[config.mk]
export PLATFORM = sky130hd
export DESIGN_NAME = decodificador_teclado
export DESIGN_NICKNAME = d
export VERILOG_FILES = /design/src/rtl/decodificador_teclado_pkg.sv /design/src/rtl/decodificador_teclado_sincronizador_2ff.sv /design/src/rtl/decodificador_teclado.sv
export SDC_FILE = /design/constraint.sdc
export NUM_CORES = 1
export LEC_CHECK = 0
export CAP_MARGIN = 20
export CORE_MARGIN = 3
export CORE_UTILIZATION = 39
export DETAILED_ROUTE_END_ITERATION = 7
export GPL_ROUTABILITY_DRIVEN = 0
export PLACE_DENSITY = 0.73
export SYNTH_ARGS = -nofsm -noshare
export SYNTH_HDL_FRONTEND = slang
export SYNTH_SLANG_ARGS = --single-unit
[constraint.sdc]
create_clock -name clk -period 3.1 [get_ports clk]
set_input_delay 0.465 -clock clk [delete_from_list [all_inputs] [get_ports clk]]
set_output_delay 0.465 -clock clk [all_outputs]
set_load 0.1 [all_outputs]
[src/rtl/decodificador_teclado_pkg.sv]
// Shared types and helpers for the keypad decoder.
//   senhaPac_t       : 20-digit buffer, digits[0] is the newest key
//   TECLA_*          : special digit codes (star, hash, empty slot)
//   teclado_state_t  : scanner FSM states
//   row_lin          : active-low row drive pattern for a row index
//   one_col_low      : true when exactly one column line is low
//   col_index        : column index of the single low column
//   decode_tecla     : (row, col) -> digit code
package decodificador_teclado_pkg;

  localparam logic [3:0] TECLA_AST   = 4'hA;
  localparam logic [3:0] TECLA_HASH  = 4'hB;
  localparam logic [3:0] TECLA_VAZIA = 4'hF;
  localparam int         N_DIGITOS   = 20;

  typedef struct packed {
    logic [N_DIGITOS-1:0][3:0] digits;
  } senhaPac_t;

  localparam senhaPac_t SENHA_VAZIA = senhaPac_t'({N_DIGITOS{TECLA_VAZIA}});

  typedef enum logic [1:0] {
    SCAN     = 2'd0,
    DEBOUNCE = 2'd1,
    EMIT     = 2'd2,
    RELEASE  = 2'd3
  } teclado_state_t;

  function automatic logic [3:0] row_lin(input logic [1:0] row);
    logic [3:0] res;
    res = ~(4'b0001 << row);
    return res;
  endfunction

  function automatic logic one_col_low(input logic [2:0] cols);
    return (cols == 3'b110) || (cols == 3'b101) || (cols == 3'b011);
  endfunction

  function automatic logic [1:0] col_index(input logic [2:0] cols);
    logic [1:0] res;
    case (cols)
      3'b110:  res = 2'd0;
      3'b101:  res = 2'd1;
      default: res = 2'd2;
    endcase
    return res;
  endfunction

  function automatic logic [3:0] decode_tecla(input logic [1:0] row, input logic [1:0] col);
    logic [3:0] res;
    if (row == 2'd3) begin
      case (col)
        2'd0:    res = TECLA_AST;
        2'd1:    res = 4'h0;
        default: res = TECLA_HASH;
      endcase
    end else begin
      // Rows 0..2 hold 1..9 in reading order.
      res = {2'b00, row} * 4'd3 + {2'b00, col} + 4'd1;
    end
    return res;
  endfunction

endpackage

[src/rtl/decodificador_teclado_sincronizador_2ff.sv]
// Two-flop synchronizer for asynchronous level inputs.
//   clk : destination clock
//   rst : synchronous active-high reset, loads RESET_VALUE into both flops
//   d   : asynchronous input
//   q   : synchronized output (two cycles of latency)
module sincronizador_2ff #(
  parameter int               WIDTH       = 1,
  parameter logic [WIDTH-1:0] RESET_VALUE = '1
) (
  input  logic             clk,
  input  logic             rst,
  input  logic [WIDTH-1:0] d,
  output logic [WIDTH-1:0] q
);

  logic [WIDTH-1:0] meta;

  always_ff @(posedge clk) begin
    if (rst) begin
      meta <= RESET_VALUE;
      q    <= RESET_VALUE;
    end else begin
      meta <= d;
      q    <= meta;
    end
  end

endmodule

[src/rtl/decodificador_teclado.sv]
// 3x4 matrix keypad scanner with debounce and a 20-digit shift buffer.
//   clk, rst      : clock, synchronous active-high reset
//   teclado_en    : enable; low holds the block idle with an empty buffer
//   col_matriz    : keypad columns, active-low, asynchronous
//   lin_matriz    : keypad rows, active-low, registered, at most one low
//   digitos_value : digit buffer, digits[0] newest
//   digitos_valid : one-cycle pulse when a new key lands in digitos_value
//   estado        : current FSM state (debug)
//
// Handshake: digitos_valid is a single-cycle strobe with no ready; the
// consumer must take digitos_value in the cycle the strobe is high.
module decodificador_teclado
  import decodificador_teclado_pkg::*;
#(
  parameter int SCAN_CYCLES     = 1000,
  parameter int DEBOUNCE_CYCLES = 10000,
  parameter int TIMEOUT_CYCLES  = 5000000
) (
  input  logic           clk,
  input  logic           rst,
  input  logic           teclado_en,
  input  logic [2:0]     col_matriz,
  output logic [3:0]     lin_matriz,
  output senhaPac_t      digitos_value,
  output logic           digitos_valid,
  output teclado_state_t estado
);

  localparam int CNT_MAX = (SCAN_CYCLES > DEBOUNCE_CYCLES) ? SCAN_CYCLES : DEBOUNCE_CYCLES;
  localparam int CNT_W   = $clog2(CNT_MAX + 1);
  localparam int IDLE_W  = $clog2(TIMEOUT_CYCLES + 1);

  localparam logic [CNT_W-1:0]  SCAN_N = CNT_W'(SCAN_CYCLES);
  localparam logic [CNT_W-1:0]  DEB_N  = CNT_W'(DEBOUNCE_CYCLES);
  localparam logic [IDLE_W-1:0] IDLE_N = IDLE_W'(TIMEOUT_CYCLES);

  teclado_state_t    state;
  logic [1:0]        row;
  logic [CNT_W-1:0]  cnt;
  logic [IDLE_W-1:0] idle_cnt;
  logic [2:0]        col_cap;
  logic [2:0]        cols;
  logic [3:0]        code;

  sincronizador_2ff #(
    .WIDTH      (3),
    .RESET_VALUE(3'b111)
  ) u_sync (
    .clk(clk),
    .rst(rst),
    .d  (col_matriz),
    .q  (cols)
  );

  assign code   = decode_tecla(row, col_index(col_cap));
  assign estado = state;

  // The scan counter counts cycles the current row has been on the pins.
  // Whenever the row changes, lin_matriz changes on that same edge, so the
  // counter restarts at 1 there; after reset/disable it starts at 0 because
  // the first enabled edge is the one that first drives row 0.
  always_ff @(posedge clk) begin
    if (rst || !teclado_en) begin
      state         <= SCAN;
      row           <= 2'd0;
      cnt           <= '0;
      idle_cnt      <= '0;
      col_cap       <= 3'b111;
      lin_matriz    <= 4'b1111;
      digitos_value <= SENHA_VAZIA;
      digitos_valid <= 1'b0;
    end else begin
      digitos_valid <= 1'b0;
      lin_matriz    <= row_lin(row);

      // Partial-entry timeout; an EMIT below overrides the counter reset.
      if (idle_cnt == IDLE_N) begin
        digitos_value <= SENHA_VAZIA;
        idle_cnt      <= '0;
      end else if (state == SCAN && digitos_value != SENHA_VAZIA) begin
        idle_cnt <= idle_cnt + IDLE_W'(1);
      end

      case (state)
        SCAN: begin
          if (cnt == SCAN_N) begin
            if (one_col_low(cols)) begin
              col_cap <= cols;
              cnt     <= '0;
              state   <= DEBOUNCE;
            end else begin
              row        <= row + 2'd1;
              lin_matriz <= row_lin(row + 2'd1);
              cnt        <= CNT_W'(1);
            end
          end else begin
            cnt <= cnt + CNT_W'(1);
          end
        end

        DEBOUNCE: begin
          if (cnt == DEB_N) begin
            digitos_value.digits <= {digitos_value.digits[N_DIGITOS-2:0], code};
            digitos_valid        <= 1'b1;
            idle_cnt             <= '0;
            state                <= EMIT;
          end else if (cols == col_cap) begin
            cnt <= cnt + CNT_W'(1);
          end else begin
            row        <= row + 2'd1;
            lin_matriz <= row_lin(row + 2'd1);
            cnt        <= CNT_W'(1);
            state      <= SCAN;
          end
        end

        EMIT: begin
          // The strobe cycle shows the terminator; the buffer empties after.
          if (digitos_value.digits[0] == TECLA_AST || digitos_value.digits[0] == TECLA_HASH) begin
            digitos_value <= SENHA_VAZIA;
          end
          cnt   <= '0;
          state <= RELEASE;
        end

        RELEASE: begin
          if (cnt == DEB_N) begin
            row        <= row + 2'd1;
            lin_matriz <= row_lin(row + 2'd1);
            cnt        <= CNT_W'(1);
            state      <= SCAN;
          end else if (cols == 3'b111) begin
            cnt <= cnt + CNT_W'(1);
          end else begin
            cnt <= '0;
          end
        end

        default: begin
          state <= SCAN;
          cnt   <= '0;
        end
      endcase
    end
  end

endmodule

==> metrics, run 1 <==
Ys Warns 0; Final min period about 2.3 ns; status completed; Comb pwr share 1.8%; Area growth syn-to-layout 24.07%; GR Overflow Total 0; register area 2703 um2; largest net degree at the start of global routing 82; synth cell count leaders dfxtp_1, o21ai_0, a21oi_1; Clock transition at path regs 0.06 ns; Reg power frac 44.1%; DP Area 7139 um2; class of the worst hold path register to register; # H-tree levels 4; main combinational cell family by area after synthesis compound AO/OA/AOI/OAI gates; P per Cell Area approximately 500 nW/um2; Worst Hold Depth 1; async set-reset flop share out of synthesis 0%; Worst Setup Path Type register to register; Inserted Diodes 0; VDD IR max 0.4264 mV; die height around 130 um; Clk pwr share 54.1%; crit-path max FO 61; leakage power approximately 0.0028 uW; synth unique cells 55; mux contribution to synthesized area less than 1%; WL met2 ~8000 um; Setup crit start kind register; cell area after layout 7785 um2; I/O Pins 93; Final ANT Viol Nets 0; Initial Utilization around two fifths; post-synth top area share 43.07%; layout cell share with drive strength beyond 1 18.70%; CTS sink count 135; setup repair after global routing missed its margin false; Fin. Hold Viols 0; Cells after Synth 738; delay-heaviest family, CP buffers and inverters; nets@finish a little over 800; via count 5,916; Max-Cap Viols 0; Num CTS Buffers 17; WHS Endpoint u_sync.q[1]$_SDFF_PP1_; Compound-Gate Fraction of Synth Area 24.13%; met3 WL post-DR 1106 um; post-route setup TNS 0 ns; P_int 3074 uW; most common cell in the synthesized netlist dfxtp_1; Core Rows 45; Required @ worst endpoint roughly 3.5 ns; synthesized-area fraction occupied by adder cells 3.310%; xor-xnor portion of the synthesized cell area 4.187%; skew final 0.01248 ns; WL met1 between 7000 and 8000 um; worst relative slew slack 56.16%; HP Start u_sync.meta[1]$_SDFF_PP1_; Achievable Freq 431.9 MHz; CTS resizes 0; antenna violations before repair 0; die outline width between 100 and 150 um; flop-to-flop setup slack 0.78 ns; worst path arrival time ~2.7 ns; IO Port Bufs 92; register bit total from synthesis 135; footprint of the multi-input gates ~3300 um2; Worst Tran Pin Value 0.6576 ns; Cell Area, Synth 6275 um2; Post-synth EDFFs 0; drt first pass iters 6; DR DRC count 0; vias in the first global route 5,317; Max Slew Vio Count 0; post-route clock period utilization 74.68%; max layer used met4; CP cell instances inv_1, ha_1, nor2b_1, nand4_4, nor2_4, buf_4, o21ai_0, buf_4, nor2_1; Setup Fix Bufs, Post-CTS 0; total die area around 18,000 um2; synthesized area per cell 8.502 um2; worst stage delay on the critical path 0.54 ns; hold-fix buffers at CTS 0; Fillers roughly 1,400; post-DR vias/cell ~5.7; cells on worst reg2reg path 9; most numerous cell on the critical path buf_4; CP bufs+invs 3; WL/cell 16.89 um; Worst Setup End Kind register; Main synth FF type dfxtp_1; synthesized net count between 700 and 800; initial DRC count 474; CP max-delay cell buf_4; sw frac 22.24%; Max clock buf depth 2; Clock Latency Late Sink 0.43 ns; reg2reg start cnt[0]$_SDFFE_PP0N_; Total GRT Usage 19.15%; Synth area leaders dfxtp_1, o211ai_1, o21ai_0, a21oi_1, ha_1; CTS tree done; Critical R2R Capture cnt[12]$_SDFFE_PP0N_; Simple-Gate Fraction of Synth Area 19.42%; core outline area 15,480 um2; Synth area leader dfxtp_1; global-route wire length before repair roughly 28,000 um; sequential share of the synthesized area 43.07%; clock root buffer clkbuf_16; Detailed Route WL about 17,000 um; Psw 879.4 uW; Setup violations, final 0; HPWL Detailed 11,230 um
==> layer usage <==
| layer | vias up | track usage, % |
|---|---|---|
| li1 | 2863 | - |
| met1 | 2850 | 26.57 |
| met2 | 187 | 29.18 |
| met3 | 16 | 4.943 |
| met4 | 0 | 6.005 |
| met5 | - | 0 |
==> worst max-delay path by stage <==
stage	endpoint	startpoint	cells past startpoint	slack (ns)
6_report	cnt[12]$_SDFFE_PP0N_	cnt[0]$_SDFFE_PP0N_	9	0.78
5_1_grt	idle_cnt[13]$_SDFF_PP0_	digitos_value[20]$_SDFF_PP1_	5	0.56
4_1_cts	digitos_value[43]$_SDFF_PP1_	cnt[0]$_SDFFE_PP0N_	7	0.67
3_5_place_dp	idle_cnt[4]$_SDFF_PP0_	rst	5	0.66
3_3_place_gp	idle_cnt[3]$_SDFF_PP0_	rst	5	0.69
2_1_floorplan	digitos_value[10]$_SDFF_PP1_	estado[0]$_SDFFE_PP0P_	7	0.52
==> kinds of logic (layout without fill, tap and decap cells) <==
logic type      count (synthesis)  after routing
flops                         135            135
xor+xnor                       30             30
mux                             6              6
simple gates                  225            225
compound gates                252            252
buf+inv                        74            154
fa+ha+maj                      16             16
==> power by group through the flow <==
stage | sequential [uW] | combinational, uW | clock [uW]
2_1_floorplan | 1790 | 41.8 | 0
3_3_place_gp | 1780 | 70.0 | 0
3_5_place_dp | 1780 | 69.6 | 0
4_1_cts | 1740 | 69.9 | 2170
5_1_grt | 1740 | 76.0 | 2230
6_report | 1740 | 69.8 | 2140
==> layout by cell type, fill, tap and decap left out, types with 5 or more instances in the layout <==
| master | synthesis | routed |
|---|---|---|
| a21oi_1 | 69 | 69 |
| and3_1 | 8 | 8 |
| buf_4 | 3 | 98 |
| clkbuf_16 | 0 | 17 |
| clkdlybuf4s50_1 | 0 | 5 |
| dfxtp_1 | 135 | 135 |
| ha_1 | 15 | 15 |
| inv_1 | 16 | 15 |
| inv_6 | 0 | 6 |
| nand2_1 | 49 | 49 |
| nand3_1 | 35 | 35 |
| nand4_1 | 30 | 30 |
| nor2_1 | 48 | 47 |
| nor3_1 | 6 | 6 |
| nor4_1 | 5 | 5 |
| nor4b_1 | 5 | 5 |
| o2111ai_1 | 6 | 6 |
| o211ai_1 | 65 | 65 |
| o21ai_0 | 74 | 74 |
| o21ai_1 | 15 | 15 |
| o31ai_1 | 8 | 8 |
| or2_2 | 6 | 6 |
| or3_1 | 5 | 5 |
| or4_1 | 8 | 8 |
| xnor2_1 | 9 | 9 |
| xor2_1 | 21 | 21 |
==> worst register-to-register path, delay by kind of cell, from the launching register on <==
family,cells,cell delay [ns]
flip-flops,1,0.35
AO/OA/AOI/OAI,1,0.19
AND/OR/NAND/NOR,4,0.73
adder cells (fa/ha/maj),1,0.14
buffers and inverters,3,0.85
==> through the flow <==
| step | setup slack (ns) | utilization (%) | power, uW | instances | hold WS (ns) |
|---|---|---|---|---|---|
| global placement | 0.6865 | 46.11 | 1853 | 996 | 0.4030 |
| floorplan | 0.5179 | - | 1829 | 738 | 0.3895 |
| CTS | 0.6684 | 50.15 | 3984 | 1028 | 0.4188 |
| global route | 0.5626 | 50.28 | 4054 | 1029 | 0.4426 |
| detailed placement | 0.6632 | 46.11 | 1853 | 996 | 0.4013 |
| finish | 0.7848 | 50.28 | 3953 | 1029 | 0.4141 |
==> flip-flops by register name, summed over array words and instances (netlist names), 2 cells and up, named ones only <==
name and flops:
idle_cnt 23, row 2, col_cap 3, u_sync.q 3
digitos_value 80, u_sync.meta 3, cnt 14, lin_matriz 4
==> final cells by class <==
class | count | share of cell area [%]
Clock buffer | 18 | 5.641
Clock inverter | 14 | 2.395
Inverter | 16 | 0.7715
Multi-Input combinational cell | 529 | 42.22
Sequential cell | 135 | 34.72
Tap cell | 211 | 3.391
Timing Repair Buffer | 106 | 10.86
No activity file was read; power rests on OpenSTA's default activity.
==> run 2: changes to the inputs <==
==> constraint.sdc (replaced) <==
create_clock -name clk -period 2.3 [get_ports clk]
set_input_delay 0.345 -clock clk [delete_from_list [all_inputs] [get_ports clk]]
set_output_delay 0.345 -clock clk [all_outputs]
set_load 0.1 [all_outputs]
==> metrics, run 2 (synthesis results as in run 1) <==
Inserted Diodes 0; commonest non-fill, non-tap cells in the layout buf_4, dfxtp_1, o21ai_0, a21oi_1, o211ai_1; final core utilization 51.82%; skew final 0.01088 ns; WL/cell 16.98 um; max layer used met4; HP Start u_sync.meta[1]$_SDFF_PP1_; leakage power 0.002877 uW; class of the worst hold path register to register; Setup Fix Bufs, Post-CTS 0; Max Slew Vio Count 0; Clock Latency Late Sink 0.42 ns; WHS Endpoint u_sync.q[1]$_SDFF_PP1_; Worst Tran Pin Value 0.6250 ns; Achievable Freq around 460 MHz; Detailed Route WL between 15,000 and 20,000 um; Setup crit start kind register; # H-tree levels 4; die height 132.8 um; Initial Utilization between 40% and 50%; WL met1 8098 um; Worst Hold Depth 1; Area growth syn-to-layout 27.88%; flop-to-flop setup slack 0.12 ns; post-DR vias/cell 5.737; post-route clock period utilization 94.84%; post-route setup TNS 0 ns; Max clock buf depth 2; Final ANT Viol Nets 0; GR Overflow Total 0; clock root buffer clkbuf_16; Total GRT Usage 19.59%; CTS resizes 0; Final min period 2.181 ns; Setup crit start idle_cnt[3]$_SDFF_PP0_; total power roughly 5300 uW; IO Port Bufs 92; Largest register FFs 80; via count approximately 6,000; layout cell share with drive strength beyond 1 26.29%; DP Worst Slack 0.1325 ns; antenna violations before repair 0; Top Registers digitos_value x80, idle_cnt x23, cnt x14; reg2reg start idle_cnt[3]$_SDFF_PP0_; global-route wire length before repair approximately 29,000 um; drt first pass iters 5; VDD IR max approximately 0.47 mV; Worst Setup End Kind register; Fin. Hold Viols 0; initial DRC count 499; P per Cell Area 657.3 nW/um2; worst relative slew slack 58.33%; die outline width 132.8 um; Num CTS Buffers 17; I/O Pins just over 90; WL met2 approximately 8000 um; WHS ~0.43 ns; worst setup margin 0.1187 ns; Worst Setup Path Type register to register; CTS sink count roughly 140; cells on worst reg2reg path 7; commonest non-fill, non-tap cell in the layout buf_4; crit-path max FO 40; DR DRC count 0; hold-fix buffers at CTS 0; setup repair after global routing missed its margin false; status completed; core outline area about 15,000 um2; vias in the first global route 5,373; nets@finish 842; total die area 17,650 um2; Required @ worst endpoint 2.64 ns; Critical R2R Capture digitos_value[47]$_SDFF_PP1_; Clock transition at path regs 0.07 ns; Top reg by flops digitos_value; Max-Cap Viols 0; Core Rows between 40 and 50; Setup violations, final 0; largest net degree at the start of global routing 70; HPWL Detailed 11,610 um; worst path arrival time 2.52 ns; CTS tree done; met3 WL post-DR between 1000 and 1500 um; Fillers 1,455
-- run 2: cell types whose count changed in the layout (fill, tap and decap cells not counted), moves of 2 or more --
cell and change:
buf_4 +9, clkinv_4 +4, inv_6 -5, buf_12 +4, clkinv_2 +2, dfxtp_2 +47, dfxtp_1 -47
-- run 2: cell type report --
class | instances | area [um2] | share of cell area (%)
Multi-Input combinational cell | 530 | 3318 | 41.35
Sequential cell | 135 | 2761 | 34.41
Timing Repair Buffer | 120 | 1005 | 12.52
Clock buffer | 18 | 439.2 | 5.473
Tap cell | 211 | 264.0 | 3.290
Clock inverter | 14 | 176.4 | 2.199
Inverter | 16 | 60.06 | 0.7485
-- run 2: report_power, final --
| group | switching [uW] | internal [uW] |
|---|---|---|
| clock | 1080 | 1740 |
| sequential | 6.54 | 2350 |
| combinational | 63.3 | 35.6 |
| total | 1150 | 4120 |
-- run 2: worst max-delay path: stages (launching register included) --
cell and delay, ns:
dfxtp_1 0.36, nor4b_1 0.43, nand4_1 0.21, nor4_4 0.43
buf_12 0.23, buf_12 0.21, o21ai_0 0.11, o211ai_1 0.11
-- run 2: worst max path at each step --
stage / to / slack, ns / cells past startpoint
global placement: idle_cnt[4]$_SDFF_PP0_ / 0.18 / 5
CTS: digitos_value[2]$_SDFF_PP1_ / 0.11 / 10
finish: digitos_value[47]$_SDFF_PP1_ / 0.12 / 7
detailed placement: digitos_value[2]$_SDFF_PP1_ / 0.13 / 10
floorplan: idle_cnt[20]$_SDFF_PP0_ / 0.0002 / 7
global route: digitos_value[47]$_SDFF_PP1_ / 0.004 / 7
-- run 2: per-layer routing --
layer	up-vias	track usage, %
met5	-	0
met4	0	5.370
met3	26	5.513
met2	217	29.46
met1	2860	27.54
li1	2886	-
-- run 2: metrics by stage --
stage / cell area (um2) / instances
final: 8024 / 1044
after detailed placement: 7370 / 1011
after global placement: 7370 / 1011
after floorplan: 6330 / 738
after CTS: 7985 / 1043
after global routing: 8024 / 1044
==> run 3: changes to the inputs <==
--- a/config.mk
+++ b/config.mk
@@ -10,6 +10,7 @@
 export CORE_UTILIZATION = 39
 export DETAILED_ROUTE_END_ITERATION = 7
 export GPL_ROUTABILITY_DRIVEN = 0
+export MAX_ROUTING_LAYER = met4
 export PLACE_DENSITY = 0.73
 export SYNTH_ARGS = -nofsm -noshare
 export SYNTH_HDL_FRONTEND = slang
==> metrics, run 3 (synthesis results as in run 1) <==
Area growth syn-to-layout 27.88%; Setup Fix Bufs, Post-CTS 0; final core utilization between 50 and 60%; Top reg by flops digitos_value; Worst Setup Path Type register to register; Worst Tran Pin Value 0.6183 ns; Setup violations, final 0; clock root buffer clkbuf_16; worst setup margin roughly 0.12 ns; class of the worst hold path register to register; Required @ worst endpoint 2.64 ns; largest net degree at the start of global routing 70; CTS tree done; Max Slew Vio Count 0; Total GRT Usage 20.17%; hold-fix buffers at CTS 0; Largest register FFs 80; initial DRC count 517; CTS sink count ~140; Final ANT Viol Nets 0; Inserted Diodes 0; DR DRC count 0; CP max-delay cell nor4b_1; worst stage delay on the critical path 0.43 ns; global-route wire length before repair 28,890 um; leakage power approximately 0.0029 uW; Setup crit start kind register; layout cell share with drive strength beyond 1 26.29%; die height 132.8 um; commonest non-fill, non-tap cells in the layout buf_4, dfxtp_1, o21ai_0, a21oi_1, o211ai_1; core outline area 15,480 um2; most numerous cell on the critical path buf_12; via count 5,955; WL/cell 16.93 um; Cells after DPL 1,011; die outline width 132.8 um; nets@finish 842; vias in the first global route 5,389; Clock Latency Late Sink 0.42 ns; delay-heaviest family, CP simple AND/OR/NAND/NOR gates; post-route clock period utilization 94.92%; setup repair after global routing missed its margin false; antenna violations before repair 0; VDD IR max 0.4698 mV; status completed; CTS resizes 0; commonest non-fill, non-tap cell in the layout buf_4; Achievable Freq between 400 and 500 MHz; CP cell instances nor4b_1, nand4_1, nor4_4, buf_12, buf_12, o21ai_0, o211ai_1; GR Overflow Total 0; Num CTS Buffers 17; I/O Pins 93; Max clock buf depth 2; Core Rows 45; drt first pass iters 5; total die area 17,650 um2; worst path arrival time 2.52 ns; DP Worst Slack 0.1325 ns; skew final 0.01025 ns; Max-Cap Viols 0; fin cells 1,044; total power around 5300 uW; Final min period 2.183 ns; IO Port Bufs 92; # H-tree levels 4; worst relative slew slack between 50% and 60%; P per Cell Area 657.9 nW/um2; Initial Utilization between 40% and 50%; Top Registers digitos_value x80, idle_cnt x23, cnt x14; HPWL Detailed 11,610 um; post-DR vias/cell between 5 and 6; post-route setup TNS 0 ns; CP bufs+invs 2; Detailed Route WL 17,680 um; Worst Setup End Kind register; crit-path max FO 40; Clock transition at path regs ~0.06 ns; Fin. Hold Viols 0
==> run 3: metrics by stage <==
stage / hold slack [ns] / cell area (um2)
finish: 0.4273 / 8024
global route: 0.4426 / 8024
CTS: 0.4289 / 7985
detailed placement: 0.4099 / 7370
global placement: 0.4120 / 7370
floorplan: 0.3895 / 6330
==> run 3: per-layer routing <==
layer	part of all wire (%)	up-vias	GRT usage [%]
met5	0	-	-
met4	1.5	0	5.889
met3	6.2	23	4.563
met2	46	176	29.40
met1	46	2866	27.96
li1	-	2890	-
==> run 3: area by class of cell <==
class	count	area, um2
inverter	16	60.06
fill	1455	7460
tap	211	264.0
timing repair buffer	120	1005
clock buffer	18	439.2
sequential	135	2761
multi-input combinational	530	3318
clock inverter	14	176.4
==> run 3: path summary, 6_finish.rpt <==
kind | from | endpoint | slack (ns) | cells after the start
worst min register to register | u_sync.meta[1]$_SDFF_PP1_ | u_sync.q[1]$_SDFF_PP1_ | 0.43 | 1
worst min-delay path | u_sync.meta[1]$_SDFF_PP1_ | u_sync.q[1]$_SDFF_PP1_ | 0.43 | 1
worst max register to register | idle_cnt[3]$_SDFF_PP0_ | digitos_value[47]$_SDFF_PP1_ | 0.12 | 7
worst max-delay path | idle_cnt[3]$_SDFF_PP0_ | digitos_value[47]$_SDFF_PP1_ | 0.12 | 7
==> run 3: power breakdown <==
group          leakage [uW]  internal, uW  switching, uW
clock              0.000296          1740           1090
sequential          0.00107          2350           6.54
combinational       0.00151          35.7           63.1
